### src/rtl/script_sequencer_pkg.sv
// script_sequencer_pkg: opcodes, jump/wait func codes, FSM states and word fields
// shared by the sequencer and the script analyser.
package script_sequencer_pkg;
   localparam logic [2:0] OP_END = 3'b000, OP_ACTION = 3'b001, OP_JUMP = 3'b010, OP_WAIT = 3'b011, OP_GAME = 3'b100;
   localparam logic [1:0] JMP_ALWAYS = 2'b00, JMP_IF_SET = 2'b01, JMP_IF_CLR = 2'b10, JMP_NEVER = 2'b11;
   localparam logic [1:0] WAIT_TIMED = 2'b00, WAIT_COND = 2'b01;
   localparam int I_NUM_HI = 15, I_NUM_LO = 8, I_SIGN_HI = 7, I_SIGN_LO = 5;
   localparam int FUNC_HI = 4, FUNC_LO = 3, OP_HI = 2, OP_LO = 0;
   localparam int I_NUM_W = I_NUM_HI - I_NUM_LO + 1;
   typedef enum logic [2:0] {S_IDLE, S_FETCH, S_DECODE, S_DISPATCH, S_WAIT, S_HALT} state_t;
   function automatic logic jump_taken(logic [1:0] func, logic fb);
      return func != JMP_NEVER && (func == JMP_ALWAYS || (func == JMP_IF_SET && fb) || (func == JMP_IF_CLR && !fb));
   endfunction
endpackage

### src/rtl/script_sequencer_if.sv
// script_sequencer_if: control, script-memory and dispatch signals of the sequencer;
// master is the sequencer side, slave the memory/analyser/kitchen side.
interface script_sequencer_if #(parameter int ADDR_W = 8);
   logic start, step_done, feedback_sig;
   logic [ADDR_W-1:0] mem_addr, pc;
   logic [15:0] mem_data, script;
   logic script_valid, running, halted, error;
   modport master (
      input start, step_done, feedback_sig, mem_data,
      output mem_addr, pc, script, script_valid, running, halted, error
   );
   modport slave (
      output start, step_done, feedback_sig, mem_data,
      input mem_addr, pc, script, script_valid, running, halted, error
   );
endinterface

### src/rtl/script_sequencer_wait_timer.sv
// seq_wait_timer: WAIT_TICK-cycle prescaler feeding a unit down-counter; done marks the
// final cycle of a load-time count of units*WAIT_TICK counting cycles.
module seq_wait_timer import script_sequencer_pkg::*; #(
   parameter int WAIT_TICK = 100000
) (
   input  logic               clk,
   input  logic               rst,
   input  logic               load,
   input  logic               count,
   input  logic [I_NUM_W-1:0] units,
   output logic               done
);
   localparam int PW = WAIT_TICK > 1 ? $clog2(WAIT_TICK) : 1;
   logic [PW-1:0] presc;
   logic [I_NUM_W-1:0] left;
   logic tick;
   assign tick = presc == PW'(WAIT_TICK - 1);
   assign done = count && tick && left == I_NUM_W'(1);
   always_ff @(posedge clk or posedge rst)
      if (rst) begin
         presc <= '0;
         left <= '0;
      end else if (load) begin
         presc <= '0;
         left <= units;
      end else if (count) begin
         presc <= tick ? '0 : presc + 1'b1;
         if (tick) left <= left - 1'b1;
      end
endmodule

### src/rtl/script_sequencer.sv
// script_sequencer: fetches script words, resolves jumps/waits locally and dispatches
// action/game words one at a time; SEQ_WATCHDOG_EN adds a dispatch timeout that sets error.
module script_sequencer import script_sequencer_pkg::*; #(
   parameter int ADDR_W = 8,
   parameter int WAIT_TICK = 100000,
   parameter int WDOG_CYCLES = 2**24
) (
   input logic clk,
   input logic rst,
   script_sequencer_if.master bus
);
   state_t state, nxt;
   logic [ADDR_W-1:0] pc;
   logic [15:0] script, word;
   logic [I_NUM_W-1:0] i_num;
   logic [1:0] func;
   logic [2:0] op;
   logic wait_cond, start_ok, is_disp, wait_go, tmr_done, wdog_trip, unused;
   assign word = bus.mem_data;
   assign i_num = word[I_NUM_HI:I_NUM_LO];
   assign func = word[FUNC_HI:FUNC_LO];
   assign op = word[OP_HI:OP_LO];
   assign unused = ^{word[I_SIGN_HI:I_SIGN_LO], 32'(WDOG_CYCLES)};
   assign start_ok = bus.start && (state == S_IDLE || state == S_HALT);
   assign is_disp = op == OP_ACTION || op == OP_GAME;
   assign wait_go = func == WAIT_TIMED ? |i_num : func == WAIT_COND;
   always_ff @(posedge clk or posedge rst)
      if (rst) state <= S_IDLE;
      else state <= nxt;
   always_comb begin
      nxt = state;
      case (state)
         S_IDLE, S_HALT: nxt = start_ok ? S_FETCH : state;
         S_FETCH:        nxt = S_DECODE;
         S_DECODE:       nxt = is_disp ? S_DISPATCH : op == OP_END ? S_HALT : (op == OP_WAIT && wait_go) ? S_WAIT : S_FETCH;
         S_DISPATCH:     nxt = bus.step_done ? S_FETCH : wdog_trip ? S_HALT : S_DISPATCH;
         S_WAIT:         nxt = (wait_cond ? bus.feedback_sig : tmr_done) ? S_FETCH : S_WAIT;
         default:        nxt = S_IDLE;
      endcase
   end
   always_comb begin
      bus.script_valid = state == S_DISPATCH;
      bus.running = state != S_IDLE && state != S_HALT;
      bus.halted = state == S_HALT;
   end
   // every transition into FETCH from a working state advances pc, unless a jump is taken
   always_ff @(posedge clk or posedge rst)
      if (rst) begin
         pc <= '0;
         script <= '0;
         wait_cond <= 1'b0;
      end else begin
         if (start_ok) pc <= '0;
         else if (state == S_DECODE && op == OP_JUMP && jump_taken(func, bus.feedback_sig)) pc <= ADDR_W'(i_num);
         else if (nxt == S_FETCH && state != S_FETCH) pc <= pc + 1'b1;
         if (state == S_DECODE && is_disp) script <= word;
         if (state == S_DECODE) wait_cond <= func == WAIT_COND;
      end
   assign bus.mem_addr = pc;
   assign bus.pc = pc;
   assign bus.script = script;
   seq_wait_timer #(.WAIT_TICK(WAIT_TICK)) u_timer (
      .clk(clk), .rst(rst), .load(state == S_DECODE), .count(state == S_WAIT && !wait_cond),
      .units(i_num), .done(tmr_done)
   );
`ifdef SEQ_WATCHDOG_EN
   localparam int WW = $clog2(WDOG_CYCLES) + 1;
   logic [WW-1:0] wdog_cnt;
   logic err;
   assign wdog_trip = state == S_DISPATCH && !bus.step_done && wdog_cnt == WW'(WDOG_CYCLES - 1);
   always_ff @(posedge clk or posedge rst)
      if (rst) begin
         wdog_cnt <= '0;
         err <= 1'b0;
      end else begin
         wdog_cnt <= state == S_DISPATCH ? wdog_cnt + 1'b1 : '0;
         if (start_ok) err <= 1'b0;
         else if (wdog_trip) err <= 1'b1;
      end
   assign bus.error = err;
`else
   assign wdog_trip = 1'b0;
   assign bus.error = 1'b0;
`endif
endmodule

### src/flat_wrapper.sv
// flat-port wrapper written by rule: the top's interface ports become plain ports
module script_sequencer_flat import script_sequencer_pkg::*;
#(
   parameter int ADDR_W = 8,
   parameter int WAIT_TICK = 100000,
   parameter int WDOG_CYCLES = 2**24
)
  (clk, rst, bus_start, bus_step_done, bus_feedback_sig, bus_mem_data, bus_mem_addr, bus_pc, bus_script, bus_script_valid, bus_running, bus_halted, bus_error);
  script_sequencer_if #(.ADDR_W(ADDR_W)) bus_i ();
  input logic clk;
  input logic rst;
  input wire logic [$bits(bus_i.start)-1:0] bus_start;
  input wire logic [$bits(bus_i.step_done)-1:0] bus_step_done;
  input wire logic [$bits(bus_i.feedback_sig)-1:0] bus_feedback_sig;
  input wire logic [$bits(bus_i.mem_data)-1:0] bus_mem_data;
  output wire logic [$bits(bus_i.mem_addr)-1:0] bus_mem_addr;
  output wire logic [$bits(bus_i.pc)-1:0] bus_pc;
  output wire logic [$bits(bus_i.script)-1:0] bus_script;
  output wire logic [$bits(bus_i.script_valid)-1:0] bus_script_valid;
  output wire logic [$bits(bus_i.running)-1:0] bus_running;
  output wire logic [$bits(bus_i.halted)-1:0] bus_halted;
  output wire logic [$bits(bus_i.error)-1:0] bus_error;
  assign bus_i.start = bus_start;
  assign bus_i.step_done = bus_step_done;
  assign bus_i.feedback_sig = bus_feedback_sig;
  assign bus_i.mem_data = bus_mem_data;
  assign bus_mem_addr = bus_i.mem_addr;
  assign bus_pc = bus_i.pc;
  assign bus_script = bus_i.script;
  assign bus_script_valid = bus_i.script_valid;
  assign bus_running = bus_i.running;
  assign bus_halted = bus_i.halted;
  assign bus_error = bus_i.error;
  script_sequencer #(.ADDR_W(ADDR_W), .WAIT_TICK(WAIT_TICK), .WDOG_CYCLES(WDOG_CYCLES)) u_core (.clk(clk), .rst(rst), .bus(bus_i));
endmodule
### config.mk
export PLATFORM = sky130hd
export DESIGN_NAME = script_sequencer_flat
export DESIGN_NICKNAME = d
export VERILOG_FILES = /design/src/rtl/script_sequencer_pkg.sv /design/src/rtl/script_sequencer_if.sv /design/src/rtl/script_sequencer_wait_timer.sv /design/src/rtl/script_sequencer.sv /design/src/flat_wrapper.sv
export SDC_FILE = /design/constraint.sdc
export NUM_CORES = 1
export LEC_CHECK = 0
export ABC_AREA = 1
export CORE_MARGIN = 10
export CORE_UTILIZATION = 50
export CTS_BUF_LIST = sky130_fd_sc_hd__clkbuf_8
export DETAILED_ROUTE_END_ITERATION = 7
export PLACE_DENSITY = 0.77
export SYNTH_ARGS = -nofsm -noshare
export SYNTH_HDL_FRONTEND = slang
export SYNTH_SLANG_ARGS = --single-unit
### constraint.sdc
create_clock -name clk -period 3.6 [get_ports clk]
set_input_delay 0.54 -clock clk [delete_from_list [all_inputs] [get_ports clk]]
set_output_delay 0.54 -clock clk [all_outputs]
set_load 0.02 [all_outputs]
==> results.toml <==
[run_status]
outcome = "completed"

[sta]
finalHoldViolations = 0
slew_violations = 0
period_minus_slack_ps = 2280
clock_skew_ps = 3.87
setup_tns_ps = 0
rsz0062_at_grt = "false"
tightest_slew_ps = 1080
max_freq_mhz = 439
setup_viol_count_final = 0
max_slew_margin_pct = 28.0
period_share_pct = 63.2

[cts]
cts.sinks = 53
worstSkewPairLatency_ps = 310
htree_levels = 2
cts.clk_slew.worst_paths_ps = 90
cts_hold_buffers = 0
cts_tree = "built"
post_cts_resize_count = 0
postCtsSetupBuffers = 0
max-clock-path-buffers = 2
cts_root_buffer = "clkbuf_8"
cts_buffers = 5

[worst_hold_path]
hp-class = "reg -> reg"
holdPathStages = 2

[power]
ir_drop_mv = 0.445
switching_share_pct = 43.9
switching_power_mw = 1.17
leakage_nw = 1.84
p_seq_share_pct = 35.9
intPower_mw = 1.50
power.share.clock_pct = 12.2
comb_power_share_pct = 51.9
p_per_area_mw_per_mm2 = 707

[routing]
viasPerCell = 5.20
firstDrtPassIters = 4
ant_nets = 0
avgRoutedWirePerCell_um = 14.2
num_vias = 2804
drtIter0Drc = 123
wirelength_mm = 7.65
drc = 0

[worst_setup_path]
crit_family = "buffers and inverters"
worstSetupStartpointType = "flip-flop"
slowest_stage = "clkdlybuf4s50_1"
critPathMaxStageDelay_ps = 610
endpoint_kind = "output pin"
cp.buffers_inverters = 4
worst-r2r-cell-count = 11
cp_cell_sequence = "inv_1, nand2_1, inv_2, nand2_1, inv_1, clkdlybuf4s50_1"
crit_fanout = 4
crit_cells = 6
critPathKind = "reg -> out"
cp.required_ps = 3060
cp.arrival_ps = 1740

[placement]
routabilityCongestion = 0.858
portBuffers = 55
place_area_sq_mm = 0.00369
dpl.hpwl_mm = 5.93

[yosys]
ys_warn_count = 0
synth_edf_count = 0
synth_area_sq_mm = 0.00316
async_reset_ff_share_pct = 100
syn_inst = 417
synth_nets = 442
ys_seq_elements = 53
syn_avg_cell_area_sq_um = 7.58
yosysUniqueCellTypes = 40
ys_seq_area_share_pct = 42.0
synthFlopType = "dfrtp_1"

[global_route]
grt_max_degree = 54
antenna_found_initial = 0
grt_usage_pct = 15.6
grt_pass1_wl_mm = 12.9
gr-total-overflow = 0
grt_pass1_vias = 2788

[finish]
area_delta_synth_final_pct = 19.5
nets = 488
final_cell_area_sq_mm = 0.00378
final_common_cell = "nand2_1"
diodes = 0
drive_gt1_share_pct = 7.33
layout_common_cells = "nand2_1 (100), clkdlybuf4s50_1 (55), inv_1 (54), dfrtp_1 (53), o21ai_0 (47)"

[floorplan]
die_x_um = 99.5
initial_core_util_pct = 52.5
core_area_sq_mm = 0.00603
dieHeight_um = 99.5
die-area_sq_mm = 0.00990
pin_count = 57
num_rows = 28

[flow_run]
maxCapViolCount = 0
[metal layers]
metal | share of wire (%) | GRT usage (%)
met5 | 0 | 0
met4 | 0.99 | 4.19
met3 | 7.7 | 5.74
met2 | 49 | 26.3
met1 | 43 | 18.2
[path summary, 6_finish.rpt]
check | slack (ps) | start | end
max in group asynchronous | 2130 | rst | u_core.u_timer.presc[2]
worst min-delay path | 490 | u_core.bus.script[4] | u_core.bus.script[4]
worst min register to register | 490 | u_core.bus.script[4] | u_core.bus.script[4]
worst max-delay path | 1320 | u_core.state[2] | bus_script_valid
min in group asynchronous | 820 | rst | u_core.bus.script[1]
worst max register to register | 1440 | u_core.state[2] | u_core.bus.mem_addr[4]
[tightest hold or removal path: stages, from the launching register on]
cell	delay [ps]
dfrtp_1	360
nand2_1	50
o21ai_0	50
[power by group through the flow]
stage          clock [mW]  combinational [mW]  sequential [mW]
5_1_grt             0.354                1.55            0.986
4_1_cts             0.332                1.40            0.958
3_5_place_dp            0                1.40            0.964
3_3_place_gp            0                1.36            0.962
2_1_floorplan           0               0.808             1.07
6_report            0.325                1.39            0.958
[stage by stage]
step	util (%)	cells	total power, mW	hold WS, ps	worst slack, ps
5_1_grt	62.7	539	2.89	524	1190
3_3_place_gp	61.3	531	2.32	465	1330
4_1_cts	62.7	539	2.69	495	1320
2_1_floorplan	-	417	1.88	453	1770
6_report	62.7	539	2.67	492	1320
3_5_place_dp	61.3	531	2.36	472	1240
[state kept, by name, summed over array words and instances (netlist names)]
| register | flops |
|---|---|
| u_core.wait_cond | 1 |
| u_core.bus.mem_addr | 8 |
| u_core.bus.script | 16 |
| u_core.state | 3 |
| u_core.u_timer.presc | 17 |
| u_core.u_timer.left | 8 |
[cell type report]
cell class              instances  area [sq um]
multi-input cells             289          1490
clock buffers                   5          68.8
clock inverters                 3          13.8
repair buffers                 56           558
inverters                      58           223
flip-flops and latches         53          1330
fillers                       547          2250
well taps                      75          93.8
[synth_stat cells (2+ instances only)]
| cell | n | area share, % |
|---|---|---|
| nand3_1 | 29 | 4.6 |
| nor3_1 | 5 | 0.79 |
| dfrtp_1 | 53 | 42 |
| buf_4 | 10 | 2.4 |
| nand4_1 | 2 | 0.40 |
| clkbuf_1 | 3 | 0.36 |
| nand2_1 | 100 | 12 |
| nand2_2 | 4 | 0.79 |
| nor2_1 | 42 | 5.0 |
| o21bai_1 | 9 | 2.1 |
| inv_1 | 54 | 6.4 |
| a21oi_1 | 12 | 1.9 |
| buf_6 | 2 | 0.71 |
| ha_1 | 4 | 1.6 |
| xor2_1 | 9 | 2.5 |
| nor2_2 | 3 | 0.59 |
| nand2_4 | 3 | 1.1 |
| inv_2 | 3 | 0.36 |
| xnor2_1 | 2 | 0.55 |
| nor3_2 | 2 | 0.63 |
| o21ai_0 | 47 | 7.4 |
[cells by family after synthesis]
| group | Yosys count | synth area share (%) |
|---|---|---|
| AO/OA/AOI/OAI | 74 | 13.5 |
| XOR/XNOR | 11 | 3.05 |
| adder cells (fa/ha/maj) | 4 | 1.58 |
| buffers and inverters | 75 | 10.8 |
| flip-flops | 53 | 42.0 |
| other | 1 | 0.119 |
| AND/OR/NAND/NOR | 199 | 29.0 |
(Power assumes the default switching activity.)
==> RTL edit 1, RTL diff (same settings) <==
Build with the macro `SEQ_WATCHDOG_EN` defined.
--- a/src/rtl/script_sequencer.sv
+++ b/src/rtl/script_sequencer.sv
@@ -1,5 +1,7 @@
 // script_sequencer: fetches script words, resolves jumps/waits locally and dispatches
 // action/game words one at a time; SEQ_WATCHDOG_EN adds a dispatch timeout that sets error.
+`define SEQ_WATCHDOG_EN
+
 module script_sequencer import script_sequencer_pkg::*; #(
    parameter int ADDR_W = 8,
    parameter int WAIT_TICK = 100000,
Check against the original RTL: no difference found for any inputs over 10 cycles, from zero or initial values and one cycle with rst high; that may be too few to reach the edited logic, so the function may still have changed.
==> RTL edit 1 against the original RTL <==
Worst setup slack got worse by 0.72 ns; sequential cell count rose by 26; non-clock buffer count up 2; design area rose by 36%; synthesized cell count up 35%; total power rose by 27%; routed wire length grew 40%; area after synthesis is 38% higher; combinational power is 5% higher; global-route usage increased by 1.1 points; largest power group unchanged.
==> RTL edit 1: results (changes against the original RTL) <==
[critical_path]
crit_fanout = 15  ; +11
r2r_start = u_core.state[1]
worstSetupStartpoint = u_core.state[2]
crit_arrival_ns = 2.46  ; +0.72 ns
max_stage_delay_ns = 0.70  ; +0.09 ns

[clocking]
insertion_delay_ns = 0.35  ; +0.04 ns
clock_path_buffers = 2  ; unchanged
cts-root-buf = clkbuf_8
htreeDepth = 3  ; +1
numCtsBuffers = 9  ; +4
post-cts-setup-buffer-count = 0  ; unchanged
post_cts_resized = 0  ; unchanged

[cells_and_area]
reg_top3 = u_core.wdog_cnt: 25 flops, u_core.u_timer.presc: 17 flops, u_core.bus.script: 16 flops
nets = 638  ; +31%
num-fill-cells = 734  ; +34%
drive_above_1_share = 0.0697  ; -0.00358

[placed_design]
gp_congestion = 0.930  ; +8.5%
portBuffers = 56  ; +1.8%
dp_hpwl_um = 8020  ; +35%
dp_slack_ns = 0.991  ; -0.249 ns

[grt]
grt_pass1_vias = 3772  ; +35%
grt_start_max_net_pins = 43  ; -20%
grt_usage = 0.167  ; +0.0115
grt_pass1_wl_um = 18000  ; +39%

[timing]
slew-limit-headroom = 0.538  ; +0.259
fin_skew_ns = 0.0131  ; +0.00927 ns

[synth]
yosysTopAreaCellShare = 0.455  ; +0.0349
synth_area_leaders = dfrtp_1 45%, nand2_1 11%, o21ai_0 6.2%, nor2_1 5.8%, inv_1 5.1%
synthTopCellsByCount = 125 x nand2_1, 79 x dfrtp_1, 67 x nor2_1, 59 x inv_1, 54 x o21ai_0
synth_cell_types = 41  ; +2.5%
ys_seq_area_frac = 0.455  ; +0.0349
syn-num-nets = 589  ; +33%

[routing]
wirelength_um = 10700  ; +40%
firstDrtPassIters = 5  ; +1
first_iter_violations = 252  ; +100%
viasPerCell = 5.37  ; +3.2%

[pwr]
max-vdd-ir-drop_v = 0.000474  ; +6.6%
p_leak_nw = 2.33  ; +27%
p_int_mw = 2.00  ; +34%

[worst_hold_path]
hp-start = u_core.wdog_cnt[0]
hp-class = reg -> reg

[outcome]
status = completed

## RTL edit 1: cell count changes after synthesis, sizes merged, moves of 4 or more
cell	before	now
nand2	107	132
nor3	8	18
o21bai	9	2
inv	57	61
a21oi	14	28
xnor2	2	6
o21ai	49	56
nor2	46	78
nand4	3	11
dfrtp	53	79
## RTL edit 1: metal layers
layer	vias to the layer above	GRT usage	wire (um)
met5	-	0	0
met4	0	0.0499	116
met3	8	0.0433	548
met2	86	0.281	5370
met1	1853	0.206	4680
li1	1929	-	-
## RTL edit 1: metrics by stage
step	area [sq um]	hold WS, ns	cells	power (mW)
detailed placement	4940	0.454	706	2.76
global route	5140	0.514	722	3.63
global placement	4940	0.454	706	2.71
floorplan	4350	0.433	563	2.23
finish	5140	0.473	722	3.40
CTS	5140	0.477	722	3.43
## RTL edit 1: cell type report
cell class	count	area, sq um	area share
Clock inverter	7	72.6	0.0141
Clock buffer	9	124	0.0241
Sequential cell	79	1980	0.385
Timing Repair Buffer	58	588	0.114
Tap cell	105	131	0.0256
Inverter	62	234	0.0455
Multi-Input combinational cell	402	2010	0.392
## RTL edit 1: cell families (layout without fill, tap and decap cells)
group                      count (synthesis)  after routing  synth area share
DFF                                       79             79             0.455
adders and majority gates                  5              5            0.0144
AOI/OAI and AO/OA                        100            100             0.125
buffers and inverters                     82            136            0.0823
and+or+nand+nor                          281            281             0.291
xor gates and xnor gates                  16             16            0.0322
## RTL edit 1: path summary, 6_finish.rpt
kind / cells past startpoint / slack [ns] / end
max reg2reg: 8 / 1.15 / u_core.u_timer.left[5]
max: 4 / 0.60 / bus_script_valid
max in group asynchronous: 3 / 2.36 / u_core.bus.script[2]
min: 1 / 0.47 / u_core.wdog_cnt[0]
min reg2reg: 1 / 0.47 / u_core.wdog_cnt[0]
min in group asynchronous: 2 / 0.60 / u_core.u_timer.presc[13]
## RTL edit 1: power groups by stage
stage | clock network [mW] | logic, mW | registers [mW]
2_1_floorplan | 0 | 0.824 | 1.41
3_3_place_gp | 0 | 1.43 | 1.28
3_5_place_dp | 0 | 1.47 | 1.29
4_1_cts | 0.673 | 1.48 | 1.28
5_1_grt | 0.706 | 1.62 | 1.31
6_report | 0.659 | 1.46 | 1.28
==> RTL edit 2, RTL diff (same settings) <==
Without the edit above. Encoding of `state_t`: now one-hot (6 bits for 6 states).
--- a/src/rtl/script_sequencer_pkg.sv
+++ b/src/rtl/script_sequencer_pkg.sv
@@ -7,7 +7,7 @@
    localparam int I_NUM_HI = 15, I_NUM_LO = 8, I_SIGN_HI = 7, I_SIGN_LO = 5;
    localparam int FUNC_HI = 4, FUNC_LO = 3, OP_HI = 2, OP_LO = 0;
    localparam int I_NUM_W = I_NUM_HI - I_NUM_LO + 1;
-   typedef enum logic [2:0] {S_IDLE, S_FETCH, S_DECODE, S_DISPATCH, S_WAIT, S_HALT} state_t;
+   typedef enum logic [5:0] {S_IDLE = 6'b000001, S_FETCH = 6'b000010, S_DECODE = 6'b000100, S_DISPATCH = 6'b001000, S_WAIT = 6'b010000, S_HALT = 6'b100000} state_t;
    function automatic logic jump_taken(logic [1:0] func, logic fb);
       return func != JMP_NEVER && (func == JMP_ALWAYS || (func == JMP_IF_SET && fb) || (func == JMP_IF_CLR && !fb));
    endfunction
Check against the original RTL: no difference found for any inputs over 10 cycles, from zero or initial values and one cycle with rst high; not proved beyond that.
==> RTL edit 2 against the original RTL <==
Routed wire length up 16%; area after synthesis up 7.0%; hold slack better by 0.0080 ns; final cell count up 8.3%; worst setup slack worse by 0.17 ns; total power down 21%; utilization down 0.71 points; global-route usage up 1.4 points; non-clock buffer count unchanged; sequential cell count up 3; design area up 6.0%; largest power group is now registers.
==> RTL edit 2: results (changes against the original RTL) <==
[placed_design]
dpl_cell_area_sq_um = 3910  ; +5.9%
dp_hpwl_um = 6910  ; +16%
gp_congestion = 0.893  ; +4.1%
dp.cells = 576  ; +8.5%

[clocking]
post-cts-setup-buffer-count = 0  ; unchanged
clock_path_buffers = 2  ; unchanged
htreeDepth = 2  ; unchanged

[synth]
ys_seq_area_frac = 0.415  ; -0.00506
syn_inst = 460  ; +10%
synth_area_leaders = dfrtp_1 41%, nand2_1 13%, nor2_1 7.0%, inv_1 5.7%, o21ai_0 5.2%
synthTopCellsByCount = 121 x nand2_1, 63 x nor2_1, 55 x dfrtp_1, 51 x inv_1, 35 x o21ai_0
synth_cell_types = 37  ; -7.5%
syn-num-nets = 485  ; +9.7%

[routing]
num_vias = 3183  ; +14%
wirelength_um = 8860  ; +16%
firstDrtPassIters = 5  ; +1
first_iter_violations = 286  ; +130%
routedWlPerCell_um = 15.2  ; +6.9%

[pwr]
p_leak_nw = 1.86  ; +1.0%
max-vdd-ir-drop_v = 0.000330  ; -26%

[grt]
grt_start_max_net_pins = 37  ; -31%
grtUsageMet1 = 0.244  ; +0.0619
grt_pass1_vias = 2922  ; +4.8%
grt.met3_usage = 0.0364  ; -0.0210
grt_pass1_wl_um = 14300  ; +11%
use_met2 = 0.255  ; -0.00772
grt_usage = 0.170  ; +0.0137

[worst_hold_path]
holdPathEnd = u_core.u_timer.left[3]
min_path_cells = 2  ; unchanged
hp-start = u_core.u_timer.left[3]

[outcome]
status = completed

[critical_path]
r2r_end = u_core.u_timer.presc[10]
reg2regPathDepth = 8  ; -3
max_stage_delay_ns = 0.54  ; -0.07 ns
rrSetupSlack_ns = 1.30  ; -0.14 ns
r2r_start = u_core.state[5]
crit_arrival_ns = 1.90  ; +0.16 ns

[cells_and_area]
nets = 531  ; +8.8%
num-fill-cells = 609  ; +11%
drive_above_1_share = 0.0789  ; +0.00562

[timing]
fin_skew_ns = 0.0112  ; +0.00729 ns
slew-limit-headroom = 0.569  ; +0.289
clock.fmax_mhz = 409  ; -6.8%

[RTL edit 2: worst min-delay path: stages, from the launching register on]
cell     delay, ns
dfrtp_1       0.36
nand2_1       0.07
o21ai_2       0.05
[RTL edit 2: how the worst max path moves through the flow]
stage,endpoint,from,cells past startpoint
global route,bus_running,u_core.state[3],5
floorplan,u_core.bus.mem_addr[0],rst,1
finish,bus_running,u_core.state[3],5
detailed placement,u_core.u_timer.presc[10],u_core.state[5],8
CTS,bus_running,u_core.state[3],5
global placement,u_core.bus.mem_addr[0],bus_mem_data[0],11
[RTL edit 2: final cells by class]
cell class                 instances  share of cell area
clock buffer                       5              0.0172
clock inverter                     3             0.00500
inverter                          53              0.0510
multi-input combinational        334               0.413
sequential                        56               0.351
tap                               77              0.0241
timing repair buffer              56               0.139
[RTL edit 2: layer usage]
layer / part of all wire / wire length, um
met5: 0 / 0
met4: 0.0079 / 70
met3: 0.078 / 694
met2: 0.45 / 3980
met1: 0.46 / 4110
[RTL edit 2: report_power, final]
group	internal (mW)	switching, mW
sequential	0.767	0.115
combinational	0.375	0.504
clock	0.136	0.208
[RTL edit 2: cell families (layout without fill, tap and decap cells)]
logic type      Yosys count  in the layout  share of synthesized area
compound gates           61             61                      0.102
xor+xnor                  8              8                     0.0207
fa+ha+maj                 4              4                     0.0148
buf+inv                  70            117                     0.0973
flops                    56             56                      0.415
mux                       3              3                    0.00998
other cells               1              1                    0.00111
simple gates            257            257                      0.339
[RTL edit 2: metrics by stage]
stage               hold slack (ns)   util
floorplan                     0.455      -
global placement              0.467  0.606
detailed placement            0.474  0.606
CTS                           0.500  0.620
global route                  0.525  0.620
finish                        0.500  0.620
